==> src/rtl/controle_jogo_param.sv <==
// Genius game control unit. It owns the level, address, LED-step and timer counters.
// Optional lives/retry mechanism is enabled by defining CONTROLE_VIDAS_EN.
module controle_jogo_param #(
  parameter int N_CHAN    = 4,
  parameter int MAX_NIVEL = 16,
  parameter int ADDR_W    = 4,
  parameter int T_LED_ON  = 500,
  parameter int T_LED_OFF = 500,
  parameter int T_TIMEOUT = 3000,
  parameter int VIDAS     = 3
) (
  input  logic              clock,
  input  logic              reset,
  input  logic              iniciar,
  input  logic [N_CHAN-1:0] jogada,
  input  logic [N_CHAN-1:0] dado_mem,
  output logic [ADDR_W-1:0] endereco,
  output logic [N_CHAN-1:0] leds,
  output logic [ADDR_W-1:0] nivel,
  output logic [3:0]        vidas_rest,
  output logic              pronto,
  output logic              acertou,
  output logic              errou,
  output logic              timeout,
  output logic [3:0]        db_estado
);

  localparam int T_MAX1 = (T_LED_ON > T_LED_OFF) ? T_LED_ON : T_LED_OFF;
  localparam int T_MAX  = (T_MAX1 > T_TIMEOUT) ? T_MAX1 : T_TIMEOUT;
  localparam int TW     = (T_MAX > 1) ? $clog2(T_MAX) : 1;

  localparam logic [TW-1:0]     ON_LAST  = TW'(T_LED_ON - 1);
  localparam logic [TW-1:0]     OFF_LAST = TW'(T_LED_OFF - 1);
  localparam logic [TW-1:0]     TO_LAST  = TW'(T_TIMEOUT - 1);
  localparam logic [ADDR_W-1:0] NIV_LAST = ADDR_W'(MAX_NIVEL - 1);
`ifdef CONTROLE_VIDAS_EN
  localparam logic [3:0]        VID_INIT = 4'(VIDAS);
`else
  localparam logic [3:0]        VID_INIT = 4'd1;
`endif

  typedef enum logic [3:0] {
    INICIAL     = 4'h0,
    PREPARA     = 4'h1,
    LIGA_LED    = 4'h2,
    DESLIGA_LED = 4'h3,
    AVANCA_LED  = 4'h4,
    AGUARDA     = 4'h5,
    REGISTRA    = 4'h6,
    COMPARA     = 4'h7,
    SOLTA       = 4'h8,
    PROX_NIVEL  = 4'h9,
    PERDE_VIDA  = 4'hA,
    ACERTOU     = 4'hC,
    TIMEOUT     = 4'hD,
    ERROU       = 4'hE
  } estado_t;

  estado_t           state_q, state_d;
  logic [TW-1:0]     timer_q, timer_d;
  logic [ADDR_W-1:0] end_q, end_d;
  logic [ADDR_W-1:0] niv_q, niv_d;
  logic [3:0]        vid_q, vid_d;
  logic [N_CHAN-1:0] jog_q, jog_d;
  logic              err_req, err_to;
  logic              timed;

  always_comb begin
    state_d   = state_q;
    end_d     = end_q;
    niv_d     = niv_q;
    vid_d     = vid_q;
    jog_d     = jog_q;
    err_req   = 1'b0;
    err_to    = 1'b0;
    timed     = 1'b0;
    leds      = '0;
    db_estado = state_q;
    unique0 case (state_q)
      INICIAL:     if (iniciar) state_d = PREPARA;
      PREPARA: begin
        niv_d   = '0;
        end_d   = '0;
        vid_d   = VID_INIT;
        jog_d   = '0;
        state_d = LIGA_LED;
      end
      LIGA_LED: begin
        timed = 1'b1;
        leds  = dado_mem;
        if (timer_q == ON_LAST) state_d = DESLIGA_LED;
      end
      DESLIGA_LED: begin
        timed = 1'b1;
        if (timer_q == OFF_LAST) begin
          if (end_q == niv_q) begin
            end_d   = '0;
            state_d = AGUARDA;
          end else begin
            state_d = AVANCA_LED;
          end
        end
      end
      AVANCA_LED: begin
        end_d   = end_q + ADDR_W'(1);
        state_d = LIGA_LED;
      end
      AGUARDA: begin
        timed = 1'b1;
        // A press in the expiry cycle takes priority over the timeout.
        if (jogada != '0) begin
          state_d = REGISTRA;
        end else if (timer_q == TO_LAST) begin
          err_req = 1'b1;
          err_to  = 1'b1;
        end
      end
      REGISTRA: begin
        jog_d   = jogada;
        state_d = COMPARA;
      end
      COMPARA: begin
        if (jog_q != dado_mem) begin
          err_req = 1'b1;
        end else if (end_q < niv_q) begin
          end_d   = end_q + ADDR_W'(1);
          state_d = SOLTA;
        end else if (niv_q == NIV_LAST) begin
          state_d = ACERTOU;
        end else begin
          state_d = PROX_NIVEL;
        end
      end
      SOLTA:       if (jogada == '0) state_d = AGUARDA;
      PROX_NIVEL: begin
        niv_d   = niv_q + ADDR_W'(1);
        end_d   = '0;
        state_d = LIGA_LED;
      end
      PERDE_VIDA: begin
        end_d = '0;
        if (jogada == '0) state_d = LIGA_LED;
      end
      ACERTOU, TIMEOUT, ERROU: if (iniciar) state_d = INICIAL;
      default: begin
        state_d   = INICIAL;
        db_estado = 4'hB;
      end
    endcase

    if (err_req) begin
`ifdef CONTROLE_VIDAS_EN
      if (vid_q > 4'd1) begin
        vid_d   = vid_q - 4'd1;
        end_d   = '0;
        state_d = PERDE_VIDA;
      end else begin
        vid_d   = 4'd0;
        state_d = err_to ? TIMEOUT : ERROU;
      end
`else
      state_d = err_to ? TIMEOUT : ERROU;
`endif
    end

    // The timer restarts on every state change, so each timed state lasts exactly its budget.
    timer_d = (timed && (state_d == state_q)) ? timer_q + TW'(1) : '0;
  end

  always_ff @(posedge clock) begin
    if (reset) begin
      state_q <= INICIAL;
      timer_q <= '0;
      end_q   <= '0;
      niv_q   <= '0;
      vid_q   <= VID_INIT;
      jog_q   <= '0;
    end else begin
      state_q <= state_d;
      timer_q <= timer_d;
      end_q   <= end_d;
      niv_q   <= niv_d;
      vid_q   <= vid_d;
      jog_q   <= jog_d;
    end
  end

  assign endereco   = end_q;
  assign nivel      = niv_q;
  assign vidas_rest = vid_q;
  assign acertou    = (state_q == ACERTOU);
  assign errou      = (state_q == ERROU);
  assign timeout    = (state_q == TIMEOUT);
  assign pronto     = acertou | errou | timeout;

endmodule

==> config.mk <==
export PLATFORM = sky130hd
export DESIGN_NAME = controle_jogo_param
export DESIGN_NICKNAME = d
export VERILOG_FILES = /design/src/rtl/controle_jogo_param.sv
export SDC_FILE = /design/constraint.sdc
export NUM_CORES = 1
export LEC_CHECK = 0
export ABC_CLOCK_PERIOD_IN_PS = 6600
export CAP_MARGIN = 20
export CORE_ASPECT_RATIO = 1.2
export CORE_MARGIN = 5
export CORE_UTILIZATION = 55
export DETAILED_ROUTE_END_ITERATION = 10
export MAX_ROUTING_LAYER = met4
export PLACE_DENSITY = 0.85
export SYNTH_ARGS = -nofsm -noshare
export SYNTH_HDL_FRONTEND = slang
export SYNTH_SLANG_ARGS = --single-unit
==> constraint.sdc <==
create_clock -name clock -period 6.6 [get_ports clock]
set_clock_uncertainty 0.1 [all_clocks]
set_input_delay 1.32 -clock clock [delete_from_list [all_inputs] [get_ports clock]]
set_output_delay 1.32 -clock clock [all_outputs]
set_load 0.02 [all_outputs]
==> summary.md, run 1 <==
| Metric | Value |
|---|---|
| Adder-Cell Fraction of Synth Area | 4.679% |
| Die width | 63.26 um |
| Clk network pwr share | 37.8% |
| Leakage power | 0.7273 nW |
| Seq/Total Area, Yosys | 29.95% |
| EDFF count, synth | 0 |
| Vias | 1,822 |
| Ys async rst share | 0% |
| Max Cap Violations | 0 |
| Final period util | 60.64% |
| Placed insts | 288 |
| Root Buffer | clkbuf_8 |
| Normalized max-slew margin | 47.01% |
| Crit-path max cell delay | 0.60 ns |
| Non-Filler Instances | 292 |
| Total die area | 4675 um^2 |
| CP Data Required Time | 5.18 ns |
| Cell Rows | 23 |
| DR WL met3 | 187 um |
| DR iter-0 viols | 104 |
| Total power draw | 367.5 uW |
| DRC Markers | 0 |
| Critical Path Source Type | input port |
| Layout cells sized above 1 | 4.706% |
| VDD IR max | 0.1578 mV |
| Wire length on met2 | 2313 um |
| Vias in the first global route | 1,746 |
| Clock Path Buffers | 2 |
| Worst EP arrival | 2.58 ns |
| Synthesized area | 1872 um^2 |
| First-pass GRT wire length | 7838 um |
| CP bufs+invs | 2 |
| Worst-path clk slew | 0.10 ns |
| Largest net degree at the start of global routing | 22 |
| CTS Buf Count | 3 |
| Logic pwr share | 13.7% |
| N_diodes | 0 |
| CP Capture Type | output port |
| Synth Area per Inst | 7.865 um^2 |
| Synth top area share | 29.95% |
| Die height | 73.91 um |
| DP Worst Slack | 2.585 ns |
| Hpwl dp | 3432 um |
| Main combinational cell family by area after synthesis | simple AND/OR/NAND/NOR gates |
| Synth warn | 0 |
| Flop pwr share | 48.4% |
| Final TNS setup | 0 ns |
| Post-synthesis xor/xnor area fraction | 7.019% |
| Net switching power | 94.57 uW |
| PortBufs | 30 |
| #FFs+latches synth | 28 |
| Initial Util | 56.56% |
| Max-slew violations | 0 |
| Sw frac | 25.73% |
| Ranking of synthesized cells by area | dfxtp_1 (30%), a21oi_1 (5.3%), nor2_1 (4.8%), ha_1 (4.7%), xnor2_1 (4.7%) |
| Crit-path max FO | 2 |
| Drt via density | 6.240 |
| Total congestion overflow | 0 |
| Pint | 273.0 uW |
| Critical Path Most Common Cell | clkdlybuf4s50_1 |
| Synth area leader | dfxtp_1 |
| Hold WC Path Type | flip-flop to flip-flop |
| CTS Sinks | 28 |
| # setup viols final | 0 |
| TritonRoute pass-1 iters | 4 |
| # Post-CTS Setup Buffers | 0 |
| # IOs | 35 |
| GRT Util Overall | 20.98% |
| CTS tree | yes |
| PD cells | 168.1 nW/um^2 |
| Final WS setup | 2.598 ns |
| Multiplexer share of the synthesized area | 1.070% |
| FMAX | 249.9 MHz |
| CORE AREA | 3309 um^2 |
| WL final | 4610 um |
| Final ANT Viol Nets | 0 |
| Top_reg_cell synth | dfxtp_1 |
| Wire per inst | 15.79 um |
| Routability Congestion | 0.8679 |
| Compound-Gate Fraction of Synth Area | 17.98% |
| Minimum clock period | 4.002 ns |
| Setup CP Type | input port to output port |
| Wl on met1 | 1974 um |
| Clk_lat worst skew | 0.28 ns |
| Measured slew at the worst slew-check pin | 0.7876 ns |
| CP max-delay cell | clkdlybuf4s50_1 |
| Post-CTS sizing | 0 |
| RSZ-0062 raised after global routing | false |
| Critical path, cell by cell | clkdlybuf4s50_1 -> and3_1 -> clkdlybuf4s50_1 |
| Run status | complete, no violations |
| WHS | 0.4000 ns |
| CTS H-tree lvls | 1 |
| Synth Area in Simple Gates | 31.42% |
| DR top layer | met4 |
| Yosys cell types | 48 |
| Layout area overhead | 16.85% |
| Layout Nets | 274 |
| Cell family with most CP delay | buffers and inverters |
| Cells after Synth | 238 |
| Hold Buf Count CTS | 0 |
| Initial antenna violation count | 0 |
| Final Hold Viols | 0 |
-- layout by cell type, fill, tap and decap left out, drive strengths merged, types with 7 or more instances in the layout --
| cell | count |
|---|---|
| nand3 | 14 |
| and3 | 8 |
| nor2 | 24 |
| ha | 7 |
| nor3 | 9 |
| o21ai | 7 |
| xnor2 | 10 |
| dfxtp | 28 |
| nand4 | 9 |
| a21oi | 20 |
| clkdlybuf4s50 | 30 |
| a211oi | 7 |
| inv | 8 |
| nand2 | 12 |
-- path summary, 6_finish.rpt --
| check | start | cells after the start | slack (ns) | end |
|---|---|---|---|---|
| worst max register to register | state_q[0]$_SDFF_PP0_ | 5 | 4.13 | endereco[1]$_SDFFE_PP0P_ |
| worst min-delay path | timer_q[0]$_SDFF_PP0_ | 1 | 0.40 | timer_q[0]$_SDFF_PP0_ |
| worst max-delay path | dado_mem[1] | 3 | 2.60 | leds[1] |
| worst min register to register | timer_q[0]$_SDFF_PP0_ | 1 | 0.40 | timer_q[0]$_SDFF_PP0_ |
-- area by class of cell --
type	instances	area [um^2]
inverters	8	30.03
clock buffers	3	41.29
clock inverters	1	30.03
flip-flops and latches	28	560.5
multi-input cells	185	1179
repair buffers	30	300.3
well taps	37	46.29
fillers	286	1122
-- stage by stage --
step                      util (%)  cell area (um^2)
after floorplan                  -              1879
after global placement       63.93              2116
after detailed placement     63.93              2116
after CTS                    66.09              2187
after global routing         66.09              2187
final                        66.09              2187
-- power by group through the flow --
stage	clock [mW]	sequential, mW	combinational, mW
finish	0.139	0.178	0.0505
global route	0.148	0.179	0.0558
CTS	0.140	0.178	0.0505
detailed placement	0	0.182	0.0500
global placement	0	0.181	0.0494
floorplan	0	0.175	0.0408
-- worst register-to-register path: cells and delay by family (launching register included) --
family / cells / cell delay, ns
compound gates: 2 / 0.26
flops: 1 / 0.79
simple gates: 3 / 1.26
-- logic make-up (layout without fill, tap and decap cells) --
kind of cell / after synthesis / count (layout)
AND/OR/NAND/NOR: 104 / 104
AO/OA/AOI/OAI: 53 / 53
flip-flops: 28 / 28
buffers and inverters: 27 / 42
XOR/XNOR: 15 / 15
adder cells (fa/ha/maj): 7 / 7
other: 2 / 4
multiplexers: 2 / 2
-- synthesized netlist by cell type, types with 4 or more instances --
cell type	n
clkbuf_1	6
and3_1	7
a22oi_1	5
nand4_1	9
nor3_1	9
ha_1	7
nor3b_1	4
nand2_1	12
dfxtp_1	28
buf_4	5
a21oi_1	20
buf_2	4
xor2_1	5
xnor2_1	10
nand3_1	14
o21ai_0	7
inv_1	8
nor2_1	24
a211oi_1	7
-- layer usage --
| layer | global-route usage, % | vias to the layer above |
|---|---|---|
| met5 | - | - |
| met4 | 11.55 | 0 |
| met3 | 2.905 | 13 |
| met2 | 35.69 | 56 |
| met1 | 23.77 | 851 |
| li1 | - | 902 |
-- sequential cells by signal, indices dropped and copies added, names as in the netlist --
register and cells:
endereco 4, jog_q 4, nivel 4, state_q 4
timer_q 12
Note: power is estimated with default switching activity, not from simulation.
==> run 2, diff against run 1 <==
==> config.mk (replaced) <==
export PLATFORM = sky130hd
export DESIGN_NAME = controle_jogo_param
export DESIGN_NICKNAME = d
export VERILOG_FILES = /design/src/rtl/controle_jogo_param.sv
export SDC_FILE = /design/constraint.sdc
export NUM_CORES = 1
export LEC_CHECK = 0
export ABC_CLOCK_PERIOD_IN_PS = 3740
export CAP_MARGIN = 20
export CORE_ASPECT_RATIO = 1.2
export CORE_MARGIN = 5
export CORE_UTILIZATION = 52
export DETAILED_ROUTE_END_ITERATION = 10
export MAX_ROUTING_LAYER = met4
export PLACE_DENSITY = 0.81
export SYNTH_ARGS = -nofsm -noshare
export SYNTH_HDL_FRONTEND = slang
export SYNTH_SLANG_ARGS = --single-unit
==> constraint.sdc (replaced) <==
create_clock -name clock -period 3.74 [get_ports clock]
set_clock_uncertainty 0.1 [all_clocks]
set_input_delay 0.748 -clock clock [delete_from_list [all_inputs] [get_ports clock]]
set_output_delay 0.748 -clock clock [all_outputs]
set_load 0.02 [all_outputs]
==> run 2 against run 1 <==
Against the previous run: count of clock-buffer cells in the layout is the same; highest routed layer unchanged; die area grew 4.9%; cell count increased by 1.0%; first-iteration DRC count up 13%; non-clock buffer count increased by 1; critical path type is now flip-flop to output port; critical path depth unchanged; global-route usage shrank 1.7 points; combinational power is 77% higher; final area increased by 0.46%.
==> summary.md, run 2 (synthesized netlist as in run 1, its figures left out) <==
| Metric | Value |
|---|---|
| Final TNS setup | 0 ns |
| Die width | 64.77 um |
| Cell Rows | 24 |
| Measured slew at the worst slew-check pin | 0.7623 ns |
| HP Start | timer_q[0]$_SDFF_PP0_ |
| Crit-path max FO | 19 |
| Drt via density | 6.047 |
| Sw frac | 25.45% |
| RSZ-0062 raised after global routing | false |
| # Post-CTS Setup Buffers | 0 |
| Setup CP Type | flip-flop to output port |
| DRC Markers | 0 |
| Final period util | 81.27% |
| Die height | 75.73 um |
| Initial antenna violation count | 0 |
| Flop pwr share | 48.5% |
| CTS Sinks | 28 |
| CTS Buf Count | 3 |
| Hold Buf Count CTS | 0 |
| Most frequent cells in the layout | clkdlybuf4s50_1 (30), dfxtp_1 (28), nor2_1 (24) |
| Hold path endpoint | timer_q[0]$_SDFF_PP0_ |
| CTS H-tree lvls | 1 |
| Wire per inst | 15.36 um |
| Worst EP arrival | 2.19 ns |
| Crit Reg-Reg Startpoint | state_q[0]$_SDFF_PP0_ |
| Reg2reg setup slack | 1.28 ns |
| Post-CTS sizing | 0 |
| Max-slew violations | 0 |
| Worst r2r path cells | 5 |
| Critical path, cell by cell | nor2b_1 -> and3_1 -> clkdlybuf4s50_1 |
| First-pass GRT wire length | 7307 um |
| TritonRoute pass-1 iters | 4 |
| DR iter-0 viols | 118 |
| Final ANT Viol Nets | 0 |
| Max reg flops | 12 |
| Run status | complete, no violations |
| Pint | 482.3 uW |
| Total congestion overflow | 0 |
| WL final | 4530 um |
| PortBufs | 30 |
| Hold WC Path Type | flip-flop to flip-flop |
| Final Hold Viols | 0 |
| Max Cap Violations | 0 |
| CP max-delay cell | dfxtp_1 |
| Total die area | 4905 um^2 |
| Root Buffer | clkbuf_8 |
| PD cells | 294.4 nW/um^2 |
| Commonest non-fill, non-tap cell in the layout | clkdlybuf4s50_1 |
| CORE AREA | 3543 um^2 |
| Crit-path max cell delay | 0.74 ns |
| Logic pwr share | 13.8% |
| Area occupied by multi-input gates | 1179 um^2 |
| Layout Nets | 275 |
| Clk_lat worst skew | 0.28 ns |
| VDD IR max | 0.1902 mV |
| Worst-path clk slew | 0.10 ns |
| Clk network pwr share | 37.7% |
| GRT Util Overall | 19.28% |
| # IOs | 35 |
| Core Util, Final | 62.01% |
| RR Endpoint | endereco[1]$_SDFFE_PP0P_ |
| Critical Path Source Type | flip-flop |
| # setup viols final | 0 |
| N_diodes | 0 |
| CP Data Required Time | 2.89 ns |
| Vias | 1,784 |
| CTS tree | yes |
| Layout cells sized above 1 | 5.078% |
| Clock Path Buffers | 2 |
| Layout area overhead | 17.38% |
| WHS Path Cells | 1 |
| CP Capture Type | output port |
| Hpwl dp | 3408 um |
| Largest Register | timer_q |
| Vias in the first global route | 1,659 |
| Net switching power | 164.6 uW |
| FMAX | 329.0 MHz |
| Filler cells | 316 |
| Minimum clock period | 3.040 ns |
| Normalized max-slew margin | 48.71% |
| Largest net degree at the start of global routing | 22 |
| Sequential Area | 560.5 um^2 |
| Initial Util | 52.82% |
| Leakage power | 0.7321 nW |
| Routability Congestion | 0.8788 |
run 2: changes by cell type in the layout (fill, tap and decap cells not counted):
| cell | delta |
|---|---|
| buf_4 | +1 |
run 2: area by class of cell:
class,instances,share of cell area (%)
repair buffers,31,14.01
multi-input cells,185,53.64
inverters,8,1.367
well taps,39,2.221
clock buffers,3,1.879
clock inverters,1,1.367
flip-flops and latches,28,25.51
run 2: per-layer routing:
| layer | routed length (um) | vias up | part of all wire (%) | global-route usage, % |
|---|---|---|---|---|
| met2 | 2293 | 43 | 51 | 33.98 |
| met5 | 0 | - | 0 | - |
| li1 | - | 900 | - | - |
| met4 | 76 | 0 | 1.7 | 6.808 |
| met1 | 2012 | 832 | 44 | 22.48 |
| met3 | 148 | 9 | 3.3 | 2.802 |
run 2: power by group through the flow:
stage | combinational [mW] | sequential, mW | clock [mW]
4_1_cts | 0.0890 | 0.313 | 0.244
5_1_grt | 0.0968 | 0.315 | 0.259
6_report | 0.0892 | 0.314 | 0.244
3_3_place_gp | 0.0873 | 0.320 | 0
3_5_place_dp | 0.0887 | 0.320 | 0
2_1_floorplan | 0.0719 | 0.309 | 0
run 2: worst max path at each step:
stage                                       end  depth (start not counted)                   from
after floorplan           timer_q[2]$_SDFF_PP0_                          5              jogada[2]
after global placement    timer_q[2]$_SDFF_PP0_                          6              jogada[2]
after detailed placement  timer_q[2]$_SDFF_PP0_                          6              jogada[2]
after CTS                               leds[3]                          3  state_q[1]$_SDFF_PP0_
after global routing                    leds[3]                          3  state_q[1]$_SDFF_PP0_
final                                   leds[3]                          3  state_q[1]$_SDFF_PP0_
run 2: metrics by stage:
step / power [mW] / cell area (um^2) / worst slack (ns) / hold slack [ns] / instances
after floorplan: 0.3808 / 1879 / 1.328 / 0.3450 / 240
after global placement: 0.4072 / 2126 / 0.6915 / 0.3673 / 291
after global routing: 0.6711 / 2197 / 0.5505 / 0.4059 / 295
after detailed placement: 0.4087 / 2126 / 0.6237 / 0.3751 / 291
after CTS: 0.6465 / 2197 / 0.7173 / 0.3906 / 295
final: 0.6469 / 2197 / 0.7004 / 0.3946 / 295
run 2: worst max-delay path, delay by kind of cell, from the launching register on:
| kind | cells | cell delay (ns) |
|---|---|---|
| and+or+nand+nor | 2 | 0.56 |
| buffers and inverters | 1 | 0.62 |
| DFF | 1 | 0.74 |
==> run 3, diff against run 2 <==
==> config.mk (replaced) <==
export PLATFORM = sky130hd
export DESIGN_NAME = controle_jogo_param
export DESIGN_NICKNAME = d
export VERILOG_FILES = /design/src/rtl/controle_jogo_param.sv
export SDC_FILE = /design/constraint.sdc
export NUM_CORES = 1
export LEC_CHECK = 0
export ABC_CLOCK_PERIOD_IN_PS = 2700
export CAP_MARGIN = 20
export CORE_ASPECT_RATIO = 1.2
export CORE_MARGIN = 5
export CORE_UTILIZATION = 47
export DETAILED_ROUTE_END_ITERATION = 10
export MAX_ROUTING_LAYER = met4
export PLACE_DENSITY = 0.77
export SYNTH_ARGS = -nofsm -noshare
export SYNTH_HDL_FRONTEND = slang
export SYNTH_SLANG_ARGS = --single-unit
==> constraint.sdc (replaced) <==
create_clock -name clock -period 2.7 [get_ports clock]
set_clock_uncertainty 0.1 [all_clocks]
set_input_delay 0.54 -clock clock [delete_from_list [all_inputs] [get_ports clock]]
set_output_delay 0.54 -clock clock [all_outputs]
set_load 0.02 [all_outputs]
==> run 3 against run 2 <==
Against the previous run: first-iteration DRC count increased by 58%; highest routed layer unchanged; critical path type unchanged; clock power increased by 40%; largest cell class unchanged; global-route usage increased by 0.44 points; via count increased by 4.3%; count of clock-buffer cells in the layout unchanged; worst hold slack got worse by 0.0019 ns.
==> summary.md, run 3 (synthesized netlist as in run 1, its figures left out) <==
| Metric | Value |
|---|---|
| # setup viols final | 0 |
| Critical Path Source | state_q[0]$_SDFF_PP0_ |
| Worst EP arrival | 1.89 ns |
| Die height | 79.13 um |
| Crit-path max FO | 15 |
| Hold Buf Count CTS | 0 |
| Largest Register | timer_q |
| Layout area overhead | 24.87% |
| CTS Buf Count | 3 |
| DRC Markers | 0 |
| GR Util met3 | 1.839% |
| CP max-delay cell | dfxtp_1 |
| Vias | 1,861 |
| CP Capture Type | output port |
| Max reg flops | 12 |
| Wire per inst | 14.77 um |
| First-pass GRT wire length | 8073 um |
| Max Cap Violations | 0 |
| Largest net degree at the start of global routing | 17 |
| Commonest non-fill, non-tap cell in the layout | clkdlybuf4s50_1 |
| Layout Nets | 291 |
| Hold path endpoint | timer_q[0]$_SDFF_PP0_ |
| Critical path, cell by cell | and2_1 -> a21oi_1 -> clkdlybuf4s50_1 |
| Final Hold Viols | 0 |
| CTS tree | yes |
| Placed insts | 322 |
| Initial Util | 47.87% |
| Vias in the first global route | 1,777 |
| Leakage power | 0.8101 nW |
| Hold WC Path Type | flip-flop to flip-flop |
| CTS Sinks | 28 |
| DR iter-0 viols | 186 |
| Die width | 67.61 um |
| Most frequent cells in the layout | clkdlybuf4s50_1 (30), dfxtp_1 (27), nor2_1 (24) |
| Post-CTS sizing | 0 |
| RSZ-0062 raised after global routing | false |
| Non-Filler Instances | 326 |
| Total congestion overflow | 0 |
| CTS H-tree lvls | 1 |
| Drt via density | 5.709 |
| Run status | complete, no violations |
| Normalized max-slew margin | 59.59% |
| N_diodes | 0 |
| WL final | 4816 um |
| TritonRoute pass-1 iters | 4 |
| Clock Path Buffers | 2 |
| Hpwl dp | 3623 um |
| PD cells | 392.0 nW/um^2 |
| Initial antenna violation count | 0 |
| Measured slew at the worst slew-check pin | 0.6015 ns |
| Final period util | 93.85% |
| HP Start | timer_q[0]$_SDFF_PP0_ |
| Area occupied by multi-input gates | 1179 um^2 |
| Routability Congestion | 0.8713 |
| VDD IR max | 0.2938 mV |
| # IOs | 35 |
| Worst-path clk slew | 0.10 ns |
| Final ANT Viol Nets | 0 |
| Crit-path max cell delay | 0.60 ns |
| GR met1 Demand/Resource | 25.04% |
| Setup CP Type | flip-flop to output port |
| Minimum clock period | 2.534 ns |
| Core Util, Final | 59.78% |
| Cell Area, Placed | 2265 um^2 |
| RR Endpoint | endereco[1]$_SDFFE_PP0P_ |
| CORE AREA | 3910 um^2 |
| Crit Reg-Reg Startpoint | timer_q[0]$_SDFF_PP0_ |
| Root Buffer | clkbuf_8 |
| GRT Util Overall | 19.73% |
| PortBufs | 30 |
| Sequential Area | 561.8 um^2 |
| Max-slew violations | 0 |
| M2 GR Usage | 31.35% |
| Fin area | 2337 um^2 |
| Total die area | 5350 um^2 |
| Clk_lat worst skew | 0.29 ns |
| Worst r2r path cells | 6 |
| # Post-CTS Setup Buffers | 0 |
| CP Data Required Time | 2.06 ns |
| Filler cells | 363 |
| GR peak layer | met2 |
| Layout cells sized above 1 | 11.03% |
| FMAX | 394.6 MHz |
| Critical Path Source Type | flip-flop |
| Cell Rows | 25 |
| Reg2reg setup slack | 0.39 ns |
| WHS Path Cells | 1 |
run 3: cell count changes in the layout (fill, tap and decap cells not counted), sizes merged:
cell	previous run	this run
buf	1	17
run 3: report_power, final:
group	switching (mW)	leakage [nW]	internal (mW)	total, mW
Clock	0.142	0.0357	0.199	0.341
Sequential	0.0124	0.226	0.417	0.430
Combinational	0.0796	0.548	0.0660	0.146
run 3: area by class of cell:
type | instances | area share (%)
multi-input cells | 185 | 50.43
inverters | 8 | 1.285
flip-flops and latches | 28 | 24.04
repair buffers | 47 | 18.31
clock buffers | 3 | 1.767
well taps | 54 | 2.891
clock inverters | 1 | 1.285
run 3: metrics by stage:
stage	total power [mW]	hold WS [ns]	TNS, ns	worst slack [ns]
2_1_floorplan	0.5275	0.3450	0	0.4962
3_3_place_gp	0.5821	0.3693	-0.3784	-0.08434
3_5_place_dp	0.5833	0.3746	-0.4971	-0.09057
4_1_cts	0.9182	0.3890	0	0.03533
5_1_grt	0.9558	0.4242	0	0.02110
6_report	0.9162	0.3926	0	0.1659
run 3: worst max-delay path by stage:
stage                                  end  slack (ns)
floorplan            timer_q[2]$_SDFF_PP0_        0.50
global placement     timer_q[9]$_SDFF_PP0_       -0.08
detailed placement  timer_q[11]$_SDFF_PP0_       -0.09
CTS                                leds[1]        0.04
global route                  db_estado[2]        0.02
finish                        db_estado[2]        0.17
run 3: critical path: cells and delay by family, from the launching register on:
family	cells	cell delay, ns
flops	1	0.60
buf+inv	1	0.56
simple gates	1	0.34
compound gates	1	0.11
run 3: metal layers:
layer | wire length (um) | up-vias
met5 | 0 | -
met4 | 91 | 0
met3 | 245 | 7
met2 | 2302 | 67
met1 | 2175 | 849
li1 | - | 938
